===== src/rtl/mult_div_pkg.sv =====
// Shared definitions for the iterative multiply/divide sequencer: opcodes,
// FSM state encoding and the default iteration count.
package mult_div_pkg;

   localparam int MDU_ITERS = 32;

   localparam logic OP_MULT = 1'b0;
   localparam logic OP_DIV  = 1'b1;

   typedef enum logic [2:0] {
      IDLE = 3'd0,
      MULT = 3'd1,
      DIV  = 3'd2,
      FIX  = 3'd3,
      DONE = 3'd4
   } state_t;

endpackage


===== src/rtl/div_step.sv =====
// One restoring-division iteration on unsigned magnitudes: shift the next
// dividend bit into the remainder and subtract the divisor when it fits.
module div_step #(
   parameter int WIDTH = 32
) (
   input  logic [WIDTH-1:0] rem,
   input  logic [WIDTH-1:0] quot,
   input  logic [WIDTH-1:0] divisor,
   output logic [WIDTH-1:0] rem_next,
   output logic [WIDTH-1:0] quot_next
);

   logic [WIDTH:0] shifted;
   logic           fits;

   always_comb begin
      shifted = {rem, quot[WIDTH-1]};
      fits    = (shifted >= {1'b0, divisor});
      // The remainder stays below the divisor, so a WIDTH-bit subtract is exact.
      if (fits) begin
         rem_next  = shifted[WIDTH-1:0] - divisor;
         quot_next = {quot[WIDTH-2:0], 1'b1};
      end else begin
         rem_next  = shifted[WIDTH-1:0];
         quot_next = {quot[WIDTH-2:0], 1'b0};
      end
   end

endmodule


===== src/rtl/mult_div_seq.sv =====
// Iterative signed multiply (radix-2 Booth) / divide (restoring) sequencer
// feeding HI/LO. Optional macro MULT_DIV_ZERO_DETECT_EN short-circuits div by zero.
module mult_div_seq
   import mult_div_pkg::*;
#(
   parameter int WIDTH = 32,
   parameter int ITERS = MDU_ITERS
) (
   input  logic             clk,
   input  logic             reset,
   input  logic             start,
   input  logic             op,
   input  logic [WIDTH-1:0] a,
   input  logic [WIDTH-1:0] b,
   output logic             busy,
   output logic             done,
   output logic [WIDTH-1:0] hi,
   output logic [WIDTH-1:0] lo,
   output logic             div_zero
);

   localparam int CW = $clog2(ITERS);

   function automatic logic [WIDTH-1:0] neg(input logic [WIDTH-1:0] v);
      return ~v + 1'b1;
   endfunction

   function automatic logic [WIDTH-1:0] abs_val(input logic [WIDTH-1:0] v);
      return v[WIDTH-1] ? neg(v) : v;
   endfunction

   state_t                    state, state_next;
   logic [CW-1:0]             count;
   logic                      op_r;
   logic signed [WIDTH-1:0]   a_r;
   logic                      b_sign;
   logic signed [2*WIDTH+1:0] acc;
   logic signed [2*WIDTH+1:0] acc_step;
   logic signed [WIDTH:0]     mcand, upper, upper_sum;
   logic [WIDTH-1:0]          rem, quot, abs_b, rem_next, quot_next;
   logic                      b_is_zero;

   assign b_is_zero = (b == '0);

   div_step #(.WIDTH(WIDTH)) u_div_step (
      .rem      (rem),
      .quot     (quot),
      .divisor  (abs_b),
      .rem_next (rem_next),
      .quot_next(quot_next)
   );

   // Booth step: acc = {upper(WIDTH+1), multiplier(WIDTH), q-1}; the extra
   // upper bit keeps -(-2^(WIDTH-1)) representable.
   always_comb begin
      mcand     = {a_r[WIDTH-1], a_r};
      upper     = acc[2*WIDTH+1:WIDTH+1];
      upper_sum = upper;
      case (acc[1:0])
         2'b01:   upper_sum = upper + mcand;
         2'b10:   upper_sum = upper - mcand;
         default: upper_sum = upper;
      endcase
      acc_step = $signed({upper_sum, acc[WIDTH:0]}) >>> 1;
   end

   always_comb begin
      state_next = state;
      case (state)
         IDLE: begin
            if (start) begin
               if (op == OP_DIV) begin
`ifdef MULT_DIV_ZERO_DETECT_EN
                  state_next = b_is_zero ? DONE : DIV;
`else
                  state_next = DIV;
`endif
               end else begin
                  state_next = MULT;
               end
            end
         end
         MULT:    if (count == '0) state_next = FIX;
         DIV:     if (count == '0) state_next = FIX;
         FIX:     state_next = DONE;
         DONE:    state_next = IDLE;
         default: state_next = IDLE;
      endcase
   end

   assign busy = (state != IDLE);
   assign done = (state == DONE);

   always_ff @(posedge clk) begin
      if (reset) begin
         state <= IDLE;
         count <= '0;
         hi    <= '0;
         lo    <= '0;
      end else begin
         state <= state_next;
         case (state)
            IDLE:      if (start) count <= CW'(ITERS - 1);
            MULT, DIV: count <= count - 1'b1;
            FIX: begin
               if (op_r == OP_MULT) begin
                  hi <= acc[2*WIDTH:WIDTH+1];
                  lo <= acc[WIDTH:1];
               end else begin
                  hi <= a_r[WIDTH-1] ? neg(rem) : rem;
                  lo <= (a_r[WIDTH-1] ^ b_sign) ? neg(quot) : quot;
               end
            end
            default: ;
         endcase
      end
   end

   // Operand and working registers carry no reset; the FSM gates their use.
   always_ff @(posedge clk) begin
      case (state)
         IDLE: begin
            if (start) begin
               op_r   <= op;
               a_r    <= a;
               b_sign <= b[WIDTH-1];
               acc    <= {{(WIDTH+1){1'b0}}, b, 1'b0};
               rem    <= '0;
               quot   <= abs_val(a);
               abs_b  <= abs_val(b);
            end
         end
         MULT: acc <= acc_step;
         DIV: begin
            rem  <= rem_next;
            quot <= quot_next;
         end
         default: ;
      endcase
   end

`ifdef MULT_DIV_ZERO_DETECT_EN
   logic dz;
   always_ff @(posedge clk) begin
      if (reset) dz <= 1'b0;
      else       dz <= (state == IDLE) && start && (op == OP_DIV) && b_is_zero;
   end
   assign div_zero = dz;
`else
   assign div_zero = 1'b0;
`endif

endmodule

===== config.mk =====
export PLATFORM = sky130hd
export DESIGN_NAME = mult_div_seq
export DESIGN_NICKNAME = d
export VERILOG_FILES = /design/src/rtl/mult_div_pkg.sv /design/src/rtl/div_step.sv /design/src/rtl/mult_div_seq.sv
export SDC_FILE = /design/constraint.sdc
export NUM_CORES = 1
export LEC_CHECK = 0
export CAP_MARGIN = 20
export CORE_ASPECT_RATIO = 1.2
export CORE_UTILIZATION = 40
export DETAILED_ROUTE_END_ITERATION = 8
export RECOVER_POWER = 25
export SETUP_SLACK_MARGIN = 0.1
export SKIP_CTS_REPAIR_TIMING = 1
export SYNTH_ARGS = -nofsm -noshare
export SYNTH_HDL_FRONTEND = slang
export SYNTH_SLANG_ARGS = --single-unit

===== constraint.sdc =====
create_clock -name clk -period 6.8 [get_ports clk]
set_clock_uncertainty 0.15 [all_clocks]
set_input_delay 1.7 -clock clk [delete_from_list [all_inputs] [get_ports clk]]
set_output_delay 1.7 -clock clk [all_outputs]
set_load 0.02 [all_outputs]

==> out/results.ini, run 1 <==
[run_status]
status=finished, violations left
violations=max-capacitance violations, max-slew violations

[power_and_ir_drop]
peakVddDrop_mv=0.257
leakagePower_nw=7.45
power.total_mw=10.8
power_density_nw_per_um2=540

[routing]
wire_per_inst_um=19.5
drt-initial-drc-count=1046
antenna_left=0
drt-total-wl_mm=50.4
viasPerCell=5.61
dr.pass1.iters=5
vias=14523
drt_drc_violations_left=0

[setup_path]
worstSetupPathType=reg -> reg
worst_setup_path_start_kind=flip-flop
critical_path_required_ns=7.06
cp.arrival_ns=5.19
endpoint_kind=flip-flop
path_max_fanout=6

[floorplanning]
io_pins=135
start_util=0.408
fp.dieW_um=191
die_h_um=229
dieArea_um2=43700
rows=82
core-area_um2=42000

[global_route]
globalRouteTotalUtil=0.228
use_met1=0.298
grt_first_pass_wirelength_mm=77.8
top_usage_layer=met2
overflow=0
grt_pass1_vias=13775
grt_antenna_before_repair=0
grt_max_degree=82
use_met2=0.373
use_met3=0.0263

[synth]
yosysTopAreaCell=edfxtp_1
synth-seq-cells=267
synth_edf_count=195
yosysMostFrequentCell=nor2_1
synth_warnings=0
ys_top_cells_by_count=nor2_1, nand2_1, edfxtp_1
synth_area_leaders=edfxtp_1, dfxtp_1, xnor2_1
synth_cell_types=69
yosysSeqAreaShare=0.426
netlist_area_um2=17100
syn_inst=1935
synth_top_area_share=0.342
syn_area_per_cell_um2=8.86
synth_ff_type=edfxtp_1
synthArstFlopShare=0
syn_nets=2077

[cells_and_area]
stdcell_count=2590
multiInputGateArea_um2=9220
final-seq-area_um2=7300
drive_gt1_frac=0.0475
synthToLayoutAreaGrowth_pct=16.2
num-nets-final=2164
n_antenna_cell=0
fillers=4019

[placement]
dp_hpwl_mm=37.8
dpl.cell_count=2534
port_buffers=133
gp_congestion=0.904

[timing]
min_period_ns=4.93
drv_slew=120
max_freq_ghz=0.203
rsz0062_at_grt=false
maxSlewHeadroom=-1.28
finalHoldViolCount=0
tightest_slew_ns=3.43
finalCritPeriodShare=0.725
fin_tns_setup_ns=0
setup_violations=0

[cts]
path_clk_slew_ns=0.06
cts_tree=done
worstSkewPairLatency_ns=0.57
cts_buffers=29
root_buffer=clkbuf_16
h-tree-depth=1
clockBufferDepth=3
cts.sinks=267

[flow_run]
drv_cap=2

[worst_hold_path]
hold_path.class=reg -> reg

-- worst max-delay path, stage by stage (launching register included) --
cell and delay [ns]:
edfxtp_1 0.42, or3_1 0.39, or3_1 0.37, nor3_1 0.20, and2_1 0.23, nand2_1 0.06
nor2_1 0.22, a21oi_1 0.13, xnor2_1 0.16, ha_1 0.40, and3_1 0.25, nand2_1 0.07
o31ai_1 0.49, a31o_2 0.27, o221a_2 0.24, a221o_1 0.18, xnor2_1 0.08, or3_1 0.32
a21oi_1 0.16
-- cell families (layout without fill, tap and decap cells) --
group | after synthesis | after routing | share of synthesized area
flip-flops | 267 | 267 | 0.426
XOR/XNOR | 195 | 195 | 0.0997
AO/OA/AOI/OAI | 528 | 528 | 0.192
AND/OR/NAND/NOR | 694 | 694 | 0.184
adder cells (fa/ha/maj) | 74 | 74 | 0.0549
multiplexers | 10 | 10 | 0.00584
buffers and inverters | 166 | 275 | 0.0373
other | 1 | 1 | 0.000219
-- sequential cells by signal, indices dropped and copies added, names as in the netlist, 3 cells and up --
register  flops
count         5
lo           32
a_r          32
abs_b        32
acc          65
rem          32
hi           32
quot         32
state         3
-- power by group --
| group | switching [mW] | leakage [nW] | internal, mW | total (mW) |
|---|---|---|---|---|
| Combinational | 3.57 | 4.48 | 2.23 | 5.81 |
| Clock | 0.708 | 0.484 | 0.937 | 1.65 |
| Sequential | 0.701 | 2.49 | 2.61 | 3.31 |
-- cell usage in the layout (no fill, tap or decap), drive strengths merged, types with 38 or more instances in the layout --
| cell type | instances |
|---|---|
| a21oi | 185 |
| dfxtp | 72 |
| o21ai | 116 |
| a211oi | 74 |
| clkdlybuf4s50 | 96 |
| nor2 | 256 |
| xor2 | 85 |
| xnor2 | 110 |
| clkbuf | 41 |
| nand2 | 231 |
| nor3 | 43 |
| o31ai | 38 |
| ha | 72 |
| or3 | 38 |
| edfxtp | 195 |
| inv | 72 |
-- cell type report --
type / count / area share
Multi-Input combinational cell: 1502 / 0.463
Sequential cell: 267 / 0.366
Timing Repair Buffer: 152 / 0.0734
Clock buffer: 37 / 0.0432
Tap cell: 546 / 0.0343
Inverter: 70 / 0.0132
Clock inverter: 16 / 0.00685
-- per-layer routing --
layer  part of all wire  routed length, um  vias to the layer above
met5                  0                  0                        -
met4              0.048               2410                        0
met3              0.049               2480                      111
met2               0.47              23500                      415
met1               0.44              22000                     6866
li1                   -                  -                     7131
-- path summary, 6_finish.rpt --
check	startpoint	end	slack [ns]	cells after the start
worst max-delay path	a_r[5]$_DFFE_PP_	acc[64]$_SDFFCE_PN0P_	1.87	18
worst min-delay path	hi[29]$_SDFFE_PP0P_	hi[29]$_SDFFE_PP0P_	0.34	2
worst min register to register	hi[29]$_SDFFE_PP0P_	hi[29]$_SDFFE_PP0P_	0.34	2
worst max register to register	a_r[5]$_DFFE_PP_	acc[64]$_SDFFCE_PN0P_	1.87	18
-- metrics by stage --
step	setup slack, ns	utilization	hold WS, ns	instance area [um2]
3_3_place_gp	1.68	0.451	0.322	18900
4_1_cts	1.90	0.475	0.344	19900
2_1_floorplan	2.34	-	0.312	17100
6_report	1.87	0.475	0.336	19900
3_5_place_dp	1.67	0.451	0.329	18900
5_1_grt	1.48	0.475	0.364	19900
Note: power is estimated with default switching activity, not from simulation.
==> run 2: changes to the inputs <==
==> constraint.sdc (replaced) <==
create_clock -name clk -period 4 [get_ports clk]
set_clock_uncertainty 0.15 [all_clocks]
set_input_delay 1 -clock clk [delete_from_list [all_inputs] [get_ports clk]]
set_output_delay 1 -clock clk [all_outputs]
set_load 0.02 [all_outputs]
==> out/results.ini, run 2 (same netlist as run 1, synthesis figures left out) <==
[cts]
worstSkewPairLatency_ns=0.57  ; about the same
cts_buffers=29  ; unchanged
cts_tree=done  ; unchanged
h-tree-depth=1  ; unchanged
path_clk_slew_ns=0.07  ; was 0.06 ns
cts.sinks=267  ; unchanged
clockBufferDepth=3  ; unchanged
root_buffer=clkbuf_16  ; unchanged

[cells_and_area]
drive_gt1_frac=0.135  ; was 0.0475
utilization=0.513  ; was 0.475
num-nets-final=2327  ; was 2164
n_antenna_cell=0  ; unchanged
largest_reg_flops=65  ; unchanged
synthToLayoutAreaGrowth_pct=25.6  ; was 16.2%
layout_commonest_cell=nor2_1  ; unchanged
stdcell_count=2754  ; was 2590
largest_register=acc  ; unchanged
mostFrequentLayoutCells=nor2_1, nand2_1, edfxtp_1  ; unchanged

[setup_path]
r2r_setup_slack_ns=-0.41  ; was 1.87 ns
path_max_fanout=3  ; was 6
r2r-start=a_r[6]$_DFFE_PP_  ; was a_r[5]$_DFFE_PP_
crit_slowest_cell=or3_4  ; was o31ai_1
reg2reg_depth=19  ; was 18
path_cells=or3_4 -> or3_4 -> nor3_4 -> nand2_2 -> buf_6 -> nor2_4 -> nor2_2 -> xnor2_1 -> ha_1 -> inv_2 -> o2111ai_2 -> a21oi_2 -> o31ai_4 -> a31o_2 -> o221a_4 -> a221o_1 -> xnor2_1 -> or3_1 -> a21oi_1  ; was or3_1 -> or3_1 -> nor3_1 -> and2_1 -> nand2_1 -> nor2_1 -> a21oi_1 -> xnor2_1 -> ha_1 -> and3_1 -> nand2_1 -> o31ai_1 -> a31o_2 -> o221a_2 -> a221o_1 -> xnor2_1 -> or3_1 -> a21oi_1
cp.arrival_ns=4.69  ; was 5.19 ns
slowest_delay_ns=0.40  ; was 0.49 ns
endpoint_kind=flip-flop  ; unchanged
worst_setup_path_start_kind=flip-flop  ; unchanged
r2r-end=acc[64]$_SDFFCE_PN0P_  ; unchanged
critical_path_required_ns=4.28  ; was 7.06 ns
worstSetupPathType=reg -> reg  ; unchanged

[placement]
port_buffers=133  ; unchanged
dp_hpwl_mm=40.3  ; was 37.8 mm
dpl.cell_count=2690  ; was 2534
gp_congestion=0.909  ; was 0.904
pre_cts_slack_ns=-0.464  ; was 1.67 ns

[timing]
finalHoldViolCount=0  ; unchanged
fin_ws_ns=-0.411  ; was 1.87 ns
min_period_ns=4.41  ; was 4.93 ns
max_freq_ghz=0.227  ; was 0.203 GHz
rsz0062_at_grt=true  ; was false
drv_slew=113  ; was 120
finalCritPeriodShare=1.10  ; was 0.725
tightest_slew_ns=2.16  ; was 3.43 ns
setup_violations=13  ; was 0
maxSlewHeadroom=-0.443  ; was -1.28

[worst_hold_path]
hold_path.class=reg -> reg  ; unchanged
holdPathStages=2  ; unchanged
min_from=hi[18]$_SDFFE_PP0P_  ; was hi[29]$_SDFFE_PP0P_
min_to=hi[18]$_SDFFE_PP0P_  ; was hi[29]$_SDFFE_PP0P_

[floorplanning]
die_h_um=229  ; unchanged
dieArea_um2=43700  ; unchanged
start_util=0.408  ; unchanged
rows=82  ; unchanged
core-area_um2=42000  ; unchanged
fp.dieW_um=191  ; unchanged
io_pins=135  ; unchanged

[routing]
wire_per_inst_um=18.9  ; was 19.5 um
drt-initial-drc-count=1072  ; was 1046
drt_drc_violations_left=0  ; unchanged
viasPerCell=5.56  ; was 5.61
drt-total-wl_mm=52.0  ; was 50.4 mm
dr.pass1.iters=5  ; unchanged
antenna_left=0  ; unchanged
vias=15305  ; was 14523

[run_status]
violations=max-capacitance violations, max-slew violations, negative setup slack  ; was max-capacitance violations, max-slew violations
status=finished, violations left  ; unchanged

[power_and_ir_drop]
power_density_nw_per_um2=953  ; was 540 nW/um2
leakagePower_nw=8.35  ; was 7.45 nW
power.total_mw=20.5  ; was 10.8 mW
peakVddDrop_mv=0.649  ; was 0.257 mV

[global_route]
globalRouteTotalUtil=0.237  ; was 0.228
grt_antenna_before_repair=0  ; unchanged
grt_max_degree=127  ; was 82
overflow=0  ; unchanged
grt_pass1_vias=14617  ; was 13775
grt_first_pass_wirelength_mm=81.4  ; was 77.8 mm

[flow_run]
drv_cap=2  ; unchanged

==> run 2: where the power goes <==
part	switching, mW	internal, mW
combinational	6.87	5.35
sequential	1.11	4.43
clock	1.16	1.58
==> run 2: worst max path at each step <==
| stage | startpoint | end | cells after the start |
|---|---|---|---|
| 6_report | a_r[6]$_DFFE_PP_ | acc[64]$_SDFFCE_PN0P_ | 19 |
| 2_1_floorplan | a_r[5]$_DFFE_PP_ | acc[64]$_SDFFCE_PN0P_ | 18 |
| 3_5_place_dp | a_r[6]$_DFFE_PP_ | acc[64]$_SDFFCE_PN0P_ | 19 |
| 5_1_grt | a_r[6]$_DFFE_PP_ | acc[64]$_SDFFCE_PN0P_ | 18 |
| 3_3_place_gp | a_r[6]$_DFFE_PP_ | acc[64]$_SDFFCE_PN0P_ | 20 |
| 4_1_cts | a_r[6]$_DFFE_PP_ | acc[64]$_SDFFCE_PN0P_ | 19 |
==> run 2: area by class of cell <==
| cell class | count | area [um2] |
|---|---|---|
| fill | 3828 | 20400 |
| multi-input combinational | 1502 | 9480 |
| sequential | 267 | 7300 |
| timing repair buffer | 315 | 2800 |
| clock buffer | 39 | 898 |
| tap | 546 | 683 |
| inverter | 70 | 263 |
| clock inverter | 15 | 95.1 |
==> run 2: layer usage <==
metal	vias up	GRT usage	wire length (um)
li1	7455	-	-
met1	7264	0.314	22600
met2	483	0.394	24900
met3	103	0.0252	2450
met4	0	0.0915	2030
met5	-	0	0
==> run 2: through the flow <==
stage / TNS [ns] / cell area [um2] / hold WS [ns]
6_report: -2.05 / 21500 / 0.337
5_1_grt: -4.53 / 21500 / 0.373
4_1_cts: -2.30 / 21300 / 0.342
3_5_place_dp: -4.87 / 20300 / 0.325
3_3_place_gp: -3.40 / 20300 / 0.319
2_1_floorplan: -0.303 / 17200 / 0.312
==> run 2: worst max-delay path, delay by kind of cell (launching register included) <==
family,cells,cell delay [ns]
buffers and inverters,2,0.22
AND/OR/NAND/NOR,7,1.45
XOR/XNOR,2,0.32
flip-flops,1,0.39
adder cells (fa/ha/maj),1,0.29
AO/OA/AOI/OAI,7,1.45
==> run 3: changes to the inputs <==
--- a/config.mk
+++ b/config.mk
@@ -9,6 +9,7 @@
 export CORE_ASPECT_RATIO = 1.2
 export CORE_UTILIZATION = 40
 export DETAILED_ROUTE_END_ITERATION = 8
+export MAX_ROUTING_LAYER = met4
 export RECOVER_POWER = 25
 export SETUP_SLACK_MARGIN = 0.1
 export SKIP_CTS_REPAIR_TIMING = 1
==> out/results.ini, run 3 (same netlist as run 1, synthesis figures left out) <==
[power_and_ir_drop]
switching_share=0.443  ; was 0.446
peakVddDrop_mv=0.542  ; was 0.649 mV
pwr-share-comb=0.597  ; was 0.596
power_frac_clock=0.134  ; about the same
power_density_nw_per_um2=957  ; was 953 nW/um2
power_frac_seq=0.269  ; was 0.270
leakagePower_nw=8.40  ; was 8.35 nW
switchingPower_mw=9.14  ; about the same
internal-power_mw=11.5  ; was 11.4 mW

[setup_path]
reg2reg_depth=17  ; was 19
cp.arrival_ns=4.63  ; was 4.69 ns
path_max_fanout=3  ; unchanged
r2r_setup_slack_ns=-0.34  ; was -0.41 ns
r2r-start=a_r[6]$_DFFE_PP_  ; unchanged
worstSetupPathType=reg -> reg  ; unchanged
r2r-end=acc[64]$_SDFFCE_PN0P_  ; unchanged
critical_path_required_ns=4.28  ; about the same
endpoint_kind=flip-flop  ; unchanged
worst_setup_path_start_kind=flip-flop  ; unchanged

[cts]
cts_buffers=30  ; was 29
root_buffer=clkbuf_16  ; unchanged
path_clk_slew_ns=0.06  ; was 0.07 ns
cts_tree=done  ; unchanged
clockBufferDepth=3  ; unchanged
cts.sinks=267  ; unchanged
h-tree-depth=1  ; unchanged
worstSkewPairLatency_ns=0.58  ; was 0.57 ns

[cells_and_area]
num-nets-final=2337  ; was 2327
layout_commonest_cell=nor2_1  ; unchanged
synthToLayoutAreaGrowth_pct=26.0  ; was 25.6%
drive_gt1_frac=0.142  ; was 0.135
largest_register=acc  ; unchanged
utilization=0.515  ; was 0.513
mostFrequentLayoutCells=nor2_1, nand2_1, edfxtp_1  ; unchanged
largest_reg_flops=65  ; unchanged
n_antenna_cell=0  ; unchanged

[global_route]
grt_max_degree=127  ; unchanged
grt_antenna_before_repair=0  ; unchanged
grt_pass1_vias=14444  ; was 14617
overflow=0  ; unchanged
grt_first_pass_wirelength_mm=81.0  ; was 81.4 mm
globalRouteTotalUtil=0.244  ; was 0.237

[timing]
max_freq_ghz=0.230  ; was 0.227 GHz
drv_slew=180  ; was 113
tightest_slew_ns=1.88  ; was 2.16 ns
hold-worst-slack_ns=0.336  ; was 0.337 ns
finalCritPeriodShare=1.09  ; was 1.10
finalHoldViolCount=0  ; unchanged
min_period_ns=4.34  ; was 4.41 ns
maxSlewHeadroom=-0.254  ; was -0.443
setup_violations=8  ; was 13
fin_tns_setup_ns=-1.07  ; was -2.05 ns
fin_ws_ns=-0.345  ; was -0.411 ns
rsz0062_at_grt=true  ; unchanged

[placement]
port_buffers=133  ; unchanged
dp_hpwl_mm=40.3  ; about the same
pre_cts_slack_ns=-0.442  ; was -0.464 ns
gp_congestion=0.908  ; was 0.909

[floorplanning]
rows=82  ; unchanged
die_h_um=229  ; unchanged
start_util=0.408  ; unchanged
io_pins=135  ; unchanged
dieArea_um2=43700  ; unchanged
core-area_um2=42000  ; unchanged
fp.dieW_um=191  ; unchanged

[run_status]
violations=max-capacitance violations, max-slew violations, negative setup slack  ; unchanged
status=finished, violations left  ; unchanged

[worst_hold_path]
min_from=lo[19]$_SDFFE_PP0P_  ; was hi[18]$_SDFFE_PP0P_
min_to=lo[19]$_SDFFE_PP0P_  ; was hi[18]$_SDFFE_PP0P_
holdPathStages=2  ; unchanged
hold_path.class=reg -> reg  ; unchanged

[routing]
drt-initial-drc-count=999  ; was 1072
viasPerCell=5.46  ; was 5.56
antenna_left=0  ; unchanged
vias=15090  ; was 15305
drt-total-wl_mm=52.2  ; was 52.0 mm
drt_drc_violations_left=0  ; unchanged
wire_per_inst_um=18.9  ; about the same
dr.pass1.iters=5  ; unchanged

[flow_run]
drv_cap=3  ; was 2

run 3: cell count changes in the layout (fill, tap and decap cells not counted), moves of 5 or more:
cell,previous run,this run
buf_4,160,168
clkbuf_1,7,14
buf_12,9,4
clkbuf_2,1,6
nand2_1,228,223
nand2_2,3,8
run 3: routing by layer:
metal / track usage / up-vias / share of wire
met4: 0.0705 / 0 / 0.027
met2: 0.404 / 366 / 0.49
li1: - / 7475 / -
met1: 0.317 / 7178 / 0.45
met5: - / - / 0
met3: 0.0180 / 71 / 0.037
run 3: per-stage QoR:
step | cell area (um2) | power [mW] | instances
after detailed placement | 20200 | 17.0 | 2692
after global routing | 21600 | 22.2 | 2765
after floorplan | 17200 | 12.8 | 1935
after CTS | 21200 | 19.8 | 2748
final | 21600 | 20.7 | 2765
after global placement | 20200 | 16.8 | 2692
run 3: cell type report:
| class | instances | area (um2) |
|---|---|---|
| Sequential cell | 267 | 7300 |
| Clock buffer | 48 | 948 |
| Clock inverter | 8 | 55.1 |
| Tap cell | 546 | 683 |
| Multi-Input combinational cell | 1502 | 9540 |
| Timing Repair Buffer | 324 | 2810 |
| Fill cell | 3923 | 20400 |
| Inverter | 70 | 263 |
run 3: worst max path at each step:
stage / from / end / slack, ns
floorplan: a_r[5]$_DFFE_PP_ / acc[64]$_SDFFCE_PN0P_ / -0.27
global placement: a_r[6]$_DFFE_PP_ / acc[64]$_SDFFCE_PN0P_ / -0.39
detailed placement: a_r[6]$_DFFE_PP_ / acc[64]$_SDFFCE_PN0P_ / -0.44
CTS: a_r[6]$_DFFE_PP_ / acc[64]$_SDFFCE_PN0P_ / -0.45
global route: a_r[6]$_DFFE_PP_ / acc[64]$_SDFFCE_PN0P_ / -0.58
finish: a_r[6]$_DFFE_PP_ / acc[64]$_SDFFCE_PN0P_ / -0.34
run 3: worst max-delay path, cell delays in order, from the launching register on:
cell and delay, ns:
edfxtp_1 0.38, or3_4 0.40, or3_4 0.37, nor3_4 0.16
buf_4 0.15, nor2_2 0.04, xnor2_2 0.13, ha_1 0.31
o21a_1 0.18, o211ai_1 0.23, a31o_2 0.24, o31ai_4 0.09
a31o_4 0.25, o221a_4 0.22, a221o_1 0.32, xnor2_1 0.14
or3_1 0.32, a21oi_1 0.14
run 3: power by group through the flow:
stage	combinational (mW)	sequential [mW]	clock (mW)
2_1_floorplan	7.53	5.24	0
3_3_place_gp	11.2	5.56	0
3_5_place_dp	11.4	5.58	0
4_1_cts	11.5	5.52	2.82
5_1_grt	13.6	5.66	2.93
6_report	12.3	5.55	2.77
==> RTL edit: new RTL, settings of run 2 <==
Build with the macro `MULT_DIV_ZERO_DETECT_EN` defined.
--- a/src/rtl/mult_div_seq.sv
+++ b/src/rtl/mult_div_seq.sv
@@ -2,2 +2,4 @@
 // feeding HI/LO. Optional macro MULT_DIV_ZERO_DETECT_EN short-circuits div by zero.
+`define MULT_DIV_ZERO_DETECT_EN
+
 module mult_div_seq
Check against the original RTL: not equivalent (Yosys sat finds a counterexample within 4 cycles, from zero or initial values and one cycle with reset high).
==> RTL edit against run 2 <==
The flow finishes with violations (DRC, capacitance limit, slew limit, setup timing). Synthesized cell count up 1.3%. Via count is 0.93% higher. Clock power increased by 6%. Wire length rose by 5.1%. Die area rose by 2.2%. Worst setup slack better by 0.18 ns. Design area rose by 2.6%. Combinational power is 4% higher. Area after synthesis up 2.2%. Sequential cell count increased by 1. Hold slack worse by 0.0088 ns. Non-clock buffer count increased by 19. Total power up 2.9%. Utilization increased by 0.071 points.
==> RTL edit: results (changes against run 2) <==
| Metric | Value |
|---|---|
| Hold Path End | hi[24] (was hi[18]) |
| Final #Nets | 2,370 (was 2,327) |
| Slew margin rel. | -42.82% (was -44.28%) |
| Synth Area in Adders | 5.370% (was 5.490%) |
| Hpwl dp | 41.97 mm (was 40.28 mm) |
| Clk pwr share | 13.8% (was 13.4%) |
| Maximum vdd ir drop | 0.5135 mV (was 0.6493 mV) |
| Synth top cells by count | nor2_1, nand2_1, edfxtp_1 (unchanged) |
| Met3 wire length | 2.510 mm (was 2.446 mm) |
| R2r startpoint | a_r[1] (was a_r[6]) |
| Top cells by area, synth | edfxtp_1, dfxtp_1, xnor2_1, nor2_1, ha_1 (was edfxtp_1, dfxtp_1, xnor2_1, nor2_1, a21oi_1) |
| Setup TNS | -1.300 ns (was -2.050 ns) |
| Static leakage | 0.008626 µW (was 0.008353 µW) |
| Slew Viols, Final | 74 (was 113) |
| Vias in the first global route | 14,633 (was 14,617) |
| Placement Setup Slack | -0.3118 ns (was -0.4644 ns) |
| Area after DPL | 20,760 µm² (was 20,270 µm²) |
| GP Congestion | 0.9022 (was 0.9089) |
| Logic pwr share | 60.3% (was 59.6%) |
| GRT met1 Usage | 32.08% (was 31.39%) |
| Final Non-Filler Cells | 2,804 (was 2,754) |
| # Max-Cap Violations | 2 (unchanged) |
| Worst setup margin | -0.2284 ns (was -0.4109 ns) |
| Run status | finished with violations (unchanged) |
| Met3 Use GR | 2.832% (was 2.518%) |
| First DRT Iteration DRCs | 1,122 (was 1,072) |
| Largest net degree at the start of global routing | 73 (was 127) |
| Critical path's slowest cell | or4b_4 (was or3_4) |
| Mux cell area share after synthesis | 2.456% (was 0.5841%) |
| HP Start | hi[24] (was hi[18]) |
| Residual DRC | 10 (was 0) |
| RR Endpoint | acc[63] (was acc[64]) |
| Total track usage | 24.05% (was 23.72%) |
| Num CTS Buffers | 30 (was 29) |
| Pwr dens | 955.8 nW/µm² (was 952.9 nW/µm²) |
| Worst path arrival time | 4.37 ns (was 4.69 ns) |
| Count of final setup violators | 9 (was 13) |
| Reg2reg path depth | 16 (was 19) |
| Share of cells above drive strength 1 | 14.34% (was 13.54%) |
| Synth Instances | 1,961 (was 1,935) |
| Post-Synth XOR/XNOR Area | 9.996% (was 9.966%) |
| Failing checks | DRC, capacitance limit, slew limit, setup timing (was capacitance limit, slew limit, setup timing) |
-- RTL edit: layout make-up --
type | instances | area (µm²) | share of cell area, %
Clock buffer | 39 | 857.1 | 3.882
Tap cell | 552 | 690.7 | 3.128
Multi-Input combinational cell | 1511 | 9847 | 44.60
Timing Repair Buffer | 334 | 2882 | 13.05
Inverter | 83 | 311.5 | 1.411
Clock inverter | 17 | 175.2 | 0.7933
Sequential cell | 268 | 7317 | 33.14
-- RTL edit: logic make-up after synthesis --
family	count (synthesis)
muxes	43
adders and majority gates	74
AOI/OAI and AO/OA	517
buffers and inverters	182
DFF	268
xor gates and xnor gates	200
and+or+nand+nor	677
-- RTL edit: critical path: cells and delay by family (launching register included) --
kind	cells	cell delay, ns
compound gates	4	0.97
xor+xnor	2	0.28
fa+ha+maj	1	0.25
buf+inv	2	0.28
flops	1	0.44
simple gates	7	1.56
